## src/rtl/stream_upsize_buf_if.sv

```systemverilog
// Stream bundle for the upsizer: narrow beat side in, wide lane-array side out.
// Latency: none (wiring only).
// Backpressure: carries s_ready_o / m_ready_i handshakes unchanged.
interface stream_upsize_buf_if #(
    parameter int T_DATA_WIDTH = 8,
    parameter int T_DATA_RATIO = 4
);
    logic [T_DATA_WIDTH-1:0] s_data_i;
    logic                    s_last_i;
    logic                    s_valid_i;
    logic                    s_ready_o;
    logic [T_DATA_WIDTH-1:0] m_data_o [T_DATA_RATIO-1:0];
    logic [T_DATA_RATIO-1:0] m_keep_o;
    logic                    m_last_o;
    logic                    m_valid_o;
    logic                    m_ready_i;

    // Seen from the upsizer itself.
    modport slave (
        input  s_data_i, s_last_i, s_valid_i, m_ready_i,
        output s_ready_o, m_data_o, m_keep_o, m_last_o, m_valid_o
    );

    // Seen from the environment that feeds beats and drains words.
    modport master (
        output s_data_i, s_last_i, s_valid_i, m_ready_i,
        input  s_ready_o, m_data_o, m_keep_o, m_last_o, m_valid_o
    );
endinterface

```

## src/rtl/stream_upsize_buf.sv

```systemverilog
// Packs T_DATA_RATIO narrow beats into one wide word with per-lane keep; s_last_i closes a partial word.
// Latency: one clock from acceptance of the closing beat to m_valid_o.
// Backpressure: s_ready_o = !m_valid_o || m_ready_i; a held word stalls input, back-to-back words without bubbles.
module stream_upsize_buf #(
    parameter int T_DATA_WIDTH = 8,
    parameter int T_DATA_RATIO = 4
) (
    input  logic                  clk_i,
    input  logic                  rst_ni,
    stream_upsize_buf_if.slave    bus
);
    localparam int CNT_W = (T_DATA_RATIO > 1) ? $clog2(T_DATA_RATIO) : 1;
    localparam logic [CNT_W-1:0] CNT_MAX = CNT_W'(T_DATA_RATIO - 1);

    logic [CNT_W-1:0]        cnt;
    logic [T_DATA_WIDTH-1:0] acc_data [T_DATA_RATIO-1:0];
    logic [T_DATA_RATIO-1:0] acc_keep;

    logic [T_DATA_WIDTH-1:0] m_data_q [T_DATA_RATIO-1:0];
    logic [T_DATA_RATIO-1:0] m_keep_q;
    logic                    m_last_q;
    logic                    m_valid_q;

    logic s_ready;
    logic in_fire;
    logic out_fire;
    logic close_word;

    // The output register can take a new word whenever it is empty or being drained this cycle.
    assign s_ready    = !m_valid_q || bus.m_ready_i;
    assign in_fire    = bus.s_valid_i && s_ready;
    assign out_fire   = m_valid_q && bus.m_ready_i;
    assign close_word = in_fire && ((cnt == CNT_MAX) || bus.s_last_i);

    assign bus.s_ready_o = s_ready;
    assign bus.m_data_o  = m_data_q;
    assign bus.m_keep_o  = m_keep_q;
    assign bus.m_last_o  = m_last_q;
    assign bus.m_valid_o = m_valid_q;

    // Accumulate beats into lanes; on the closing beat move accumulator plus that beat into the output register.
    always_ff @(posedge clk_i) begin
        if (!rst_ni) begin
            cnt       <= '0;
            acc_keep  <= '0;
            m_keep_q  <= '0;
            m_last_q  <= 1'b0;
            m_valid_q <= 1'b0;
            for (int i = 0; i < T_DATA_RATIO; i++) begin
                m_data_q[i] <= '0;
            end
        end else begin
            if (close_word) begin
                // Lanes never written in this word are forced to zero so stale accumulator data cannot leak.
                for (int i = 0; i < T_DATA_RATIO; i++) begin
                    if (cnt == CNT_W'(i)) begin
                        m_data_q[i] <= bus.s_data_i;
                        m_keep_q[i] <= 1'b1;
                    end else if (acc_keep[i]) begin
                        m_data_q[i] <= acc_data[i];
                        m_keep_q[i] <= 1'b1;
                    end else begin
                        m_data_q[i] <= '0;
                        m_keep_q[i] <= 1'b0;
                    end
                end
                m_last_q <= bus.s_last_i;
                cnt      <= '0;
                acc_keep <= '0;
            end else if (in_fire) begin
                for (int i = 0; i < T_DATA_RATIO; i++) begin
                    if (cnt == CNT_W'(i)) begin
                        acc_data[i] <= bus.s_data_i;
                        acc_keep[i] <= 1'b1;
                    end
                end
                cnt <= cnt + 1'b1;
            end

            // A new word overrides the drain so consecutive words flow without a bubble.
            if (close_word) begin
                m_valid_q <= 1'b1;
            end else if (out_fire) begin
                m_valid_q <= 1'b0;
            end
        end
    end
endmodule

```

## src/flat_wrapper.sv

```systemverilog
// flat-port wrapper written by rule: the top's interface ports become plain ports
module stream_upsize_buf_flat 
#(
    parameter int T_DATA_WIDTH = 8,
    parameter int T_DATA_RATIO = 4
)
  (clk_i, rst_ni, bus_s_data_i, bus_s_last_i, bus_s_valid_i, bus_m_ready_i, bus_s_ready_o, bus_m_data_o, bus_m_keep_o, bus_m_last_o, bus_m_valid_o);
  stream_upsize_buf_if #(.T_DATA_WIDTH(T_DATA_WIDTH), .T_DATA_RATIO(T_DATA_RATIO)) bus_i ();
  input  logic clk_i;
  input  logic rst_ni;
  input wire logic [$bits(bus_i.s_data_i)-1:0] bus_s_data_i;
  input wire logic [$bits(bus_i.s_last_i)-1:0] bus_s_last_i;
  input wire logic [$bits(bus_i.s_valid_i)-1:0] bus_s_valid_i;
  input wire logic [$bits(bus_i.m_ready_i)-1:0] bus_m_ready_i;
  output wire logic [$bits(bus_i.s_ready_o)-1:0] bus_s_ready_o;
  output wire logic [$bits(bus_i.m_data_o)-1:0] bus_m_data_o;
  output wire logic [$bits(bus_i.m_keep_o)-1:0] bus_m_keep_o;
  output wire logic [$bits(bus_i.m_last_o)-1:0] bus_m_last_o;
  output wire logic [$bits(bus_i.m_valid_o)-1:0] bus_m_valid_o;
  assign bus_i.s_data_i = bus_s_data_i;
  assign bus_i.s_last_i = bus_s_last_i;
  assign bus_i.s_valid_i = bus_s_valid_i;
  assign bus_i.m_ready_i = bus_m_ready_i;
  assign bus_s_ready_o = bus_i.s_ready_o;
  assign bus_m_data_o = {>>{bus_i.m_data_o}};
  assign bus_m_keep_o = bus_i.m_keep_o;
  assign bus_m_last_o = bus_i.m_last_o;
  assign bus_m_valid_o = bus_i.m_valid_o;
  stream_upsize_buf #(.T_DATA_WIDTH(T_DATA_WIDTH), .T_DATA_RATIO(T_DATA_RATIO)) u_core (.clk_i(clk_i), .rst_ni(rst_ni), .bus(bus_i));
endmodule
```

## config.mk

```make
export PLATFORM = sky130hd
export DESIGN_NAME = stream_upsize_buf_flat
export DESIGN_NICKNAME = d
export VERILOG_FILES = /design/src/rtl/stream_upsize_buf_if.sv /design/src/rtl/stream_upsize_buf.sv /design/src/flat_wrapper.sv
export SDC_FILE = /design/constraint.sdc
export NUM_CORES = 1
export LEC_CHECK = 0
export ABC_AREA = 0
export CAP_MARGIN = 20
export CORE_MARGIN = 8
export CORE_UTILIZATION = 50
export CTS_BUF_LIST = sky130_fd_sc_hd__clkbuf_8 sky130_fd_sc_hd__clkbuf_16
export DETAILED_ROUTE_END_ITERATION = 10
export PLACE_DENSITY = 0.76
export SKIP_LAST_GASP = 1
export SLEW_MARGIN = 20
export SYNTH_ARGS = -nofsm -noshare
export SYNTH_HDL_FRONTEND = slang
export SYNTH_SLANG_ARGS = --single-unit
export TNS_END_PERCENT = 5
```

## constraint.sdc

```tcl
create_clock -name clk_i -period 3 [get_ports clk_i]
set_clock_uncertainty 0.2 [all_clocks]
set_input_delay 0.3 -clock clk_i [delete_from_list [all_inputs] [get_ports clk_i]]
set_output_delay 0.3 -clock clk_i [all_outputs]
set_load 0.03 [all_outputs]
```

==> qor.txt <==
Area of the core -> 5990 µm²
FP Rows -> 28
Min Tclk post-route -> 2.31 ns
R2R Path Start -> u_core.cnt[1]$_SDFFE_PP0N_
Worst R2R Setup Slack -> 0.69 ns
Slew margin rel. -> 56.3%
IO Pins -> 52
Crit-path max FO -> 37
Metal3 WL -> 538 µm
Post-DP Area -> 3610 µm²
NumNets Final -> 319
Crit. End Element -> register
Design area -> 3770 µm²
Overall die width -> 95.0 µm
Clk root buf -> clkbuf_8
Die height -> 95.0 µm
Largest net degree at the start of global routing -> 40
Worst Min Path Start -> u_core.bus.m_keep_o[2]$_SDFFE_PN0P_
Initial antenna violation count -> 0
Final Util -> 62.9%
DRC Markers -> 0
Fmax -> 432 MHz
Uppermost layer routed -> met4
H-tree depth -> 3
Delay-heaviest family, CP -> simple AND/OR/NAND/NOR gates
Routed vias/inst -> 6.30
Clock slew at reported path FFs -> 0.07 ns
Synthesized area per cell -> 12.1 µm²
Num CTS Buffers -> 9
Max-slew violations -> 0
Mapped Cells -> 257
Kind of critical path -> reg -> reg
Layout Area Growth over Synthesis -> 21.0%
Most common cell after layout, fill and taps aside -> clkdlybuf4s50_1
Ys async rst share -> 0%
Drt pass-1 iters -> 4
Critical Path, Cell by Cell -> ha_1 > or2_2 > buf_12 > a31oi_1 > a311oi_1
# Max-Cap Violations -> 0
HP Class -> reg -> reg
Routed Antenna Nets -> 0
Non-filler cells, final -> 382
Top FF cell, synth -> dfxtp_1
Clock buffer depth -> 2
Slowest stage delay, CP -> 0.52 ns
Via Count -> 2406
Routed met2 length -> 3540 µm
Postcts setup bufs -> 0
Detail Placement HPWL -> 4790 µm
M1 wire length -> 3180 µm
CTS tree -> built
Warning count from the yosys run -> 0
Setup Total Neg Slack -> 0 ns
WL per Instance -> 19.4 µm
Die area -> 9020 µm²
Cell Area, Synth -> 3120 µm²
Worst hold path cell count -> 2
GRT Total Usage -> 17.1%
RSZ-0062 raised after global routing -> false
Tot Pwr -> 0.00210 W
LEAKAGE -> 1.25 nW
# port buffers -> 51
Most used cells in the layout excluding fill and tap cells -> clkdlybuf4s50_1 (51), dfxtp_1 (44), a31oi_1 (34)
Setup violators final -> 0
Initial Utilization -> 52.0%
Synth Register Bits -> 76
Hold endpoint -> u_core.bus.m_keep_o[2]$_SDFFE_PN0P_
WP data arrival -> 2.36 ns
Total Wirelength -> 7410 µm
WP buf/inv -> 1
Seq/Total Area, Yosys -> 59.1%
Grt ovf -> 0
Final Wtd Congestion -> 0.852
Crit-path slowest cell -> or2_2
R2R cell count -> 5
Placed insts -> 366
Worst-Margin Slew -> 0.654 ns
N_diodes -> 0
Outcome -> finished clean
Hold-fix buffers at CTS -> 0
CP Launch Type -> register
Vias in the first global route -> 2251
Clk_lat worst skew -> 0.35 ns
Number of DRC markers in iteration 0 -> 167
Fin crit share -> 77.1%
Peak VDD IR -> 361 µV
Share of layout cells above drive strength 1 -> 7.49%
First-pass GRT wire length -> 11700 µm
EDFF count, synth -> 32
Sink Count -> 76
Cts repair resizes -> 0
Pwr Density -> 558 nW/µm²
Hold violation count in the final report -> 0
RR Endpoint -> u_core.bus.m_data_o[4]$_SDFFE_PN0P_
Synth cell types -> 34
Worst Path Required -> 3.04 ns
[per-layer routing]
| layer | global-route usage (%) | vias up |
|---|---|---|
| met5 | 0 | - |
| met4 | 8.45 | 0 |
| met3 | 5.00 | 13 |
| met2 | 26.6 | 90 |
| met1 | 21.2 | 1175 |
| li1 | - | 1128 |
[cells in the mapped netlist (4+ instances only)]
| cell type | n | area share, % |
|---|---|---|
| a21oi_1 | 6 | 0.96 |
| a22oi_1 | 29 | 7.0 |
| a311oi_1 | 30 | 8.4 |
| a31oi_1 | 34 | 6.8 |
| buf_2 | 10 | 1.6 |
| buf_6 | 8 | 2.9 |
| clkbuf_1 | 8 | 0.96 |
| dfxtp_1 | 44 | 28 |
| edfxtp_1 | 32 | 31 |
| ha_1 | 4 | 1.6 |
| nand2_1 | 4 | 0.48 |
| nor2_1 | 5 | 0.60 |
| nor2b_1 | 4 | 0.80 |
| o21ai_0 | 5 | 0.80 |
[power by group]
group          internal, W  total (W)  switching, W  leakage [nW]
combinational     0.000114   0.000295      0.000181         0.493
sequential         0.00112    0.00114     0.0000215         0.656
clock             0.000308   0.000664      0.000356        0.0973
[area by class of cell]
type	count	area, µm²
multi-input cells	154	1090
flip-flops and latches	76	1840
well taps	75	93.8
clock buffers	10	138
inverters	5	23.8
fillers	476	2220
clock inverters	6	25.0
repair buffers	56	561
[worst max path at each step]
stage                               startpoint  cells past startpoint  slack [ns]                                    to
floorplan           u_core.cnt[0]$_SDFFE_PP0N_                      4        1.23       u_core.acc_data[0][0]$_DFFE_PP_
global placement                  bus_s_last_i                      3        0.80       u_core.acc_data[1][1]$_DFFE_PP_
detailed placement  u_core.cnt[1]$_SDFFE_PP0N_                      5        0.72   u_core.bus.m_data_o[4]$_SDFFE_PN0P_
CTS                 u_core.cnt[1]$_SDFFE_PP0N_                      5        0.70   u_core.bus.m_data_o[4]$_SDFFE_PN0P_
global route        u_core.cnt[0]$_SDFFE_PP0N_                      5        0.49  u_core.bus.m_data_o[13]$_SDFFE_PN0P_
finish              u_core.cnt[1]$_SDFFE_PP0N_                      5        0.69   u_core.bus.m_data_o[4]$_SDFFE_PN0P_
[registers in the layout (all words and copies together), names as in the netlist]
signal                flops
u_core.bus.m_data_o      32
u_core.bus.m_valid_o      1
u_core.cnt                2
u_core.bus.m_last_o       1
u_core.acc_data          32
u_core.bus.m_keep_o       4
u_core.acc_keep           4
[per-stage QoR]
stage          worst slack [ns]  hold slack, ns
2_1_floorplan              1.23           0.199
3_3_place_gp              0.803           0.249
3_5_place_dp              0.715           0.254
4_1_cts                   0.699           0.268
5_1_grt                   0.486           0.299
6_report                  0.687           0.267
[worst min-delay path, stage by stage, from the launching register on]
cell and delay [ns]:
dfxtp_1 0.31, nand2_1 0.05, mux2i_1 0.06
[cells by family (layout without fill, tap and decap cells)]
group | Yosys count | in the layout | synth area share (%)
compound gates | 112 | 112 | 25.9
flops | 76 | 76 | 59.1
other cells | 1 | 8 | 0.120
simple gates | 27 | 27 | 5.54
fa+ha+maj | 4 | 4 | 1.61
buf+inv | 34 | 77 | 6.82
mux | 3 | 3 | 0.964
No activity file was read; power rests on OpenSTA's default activity.
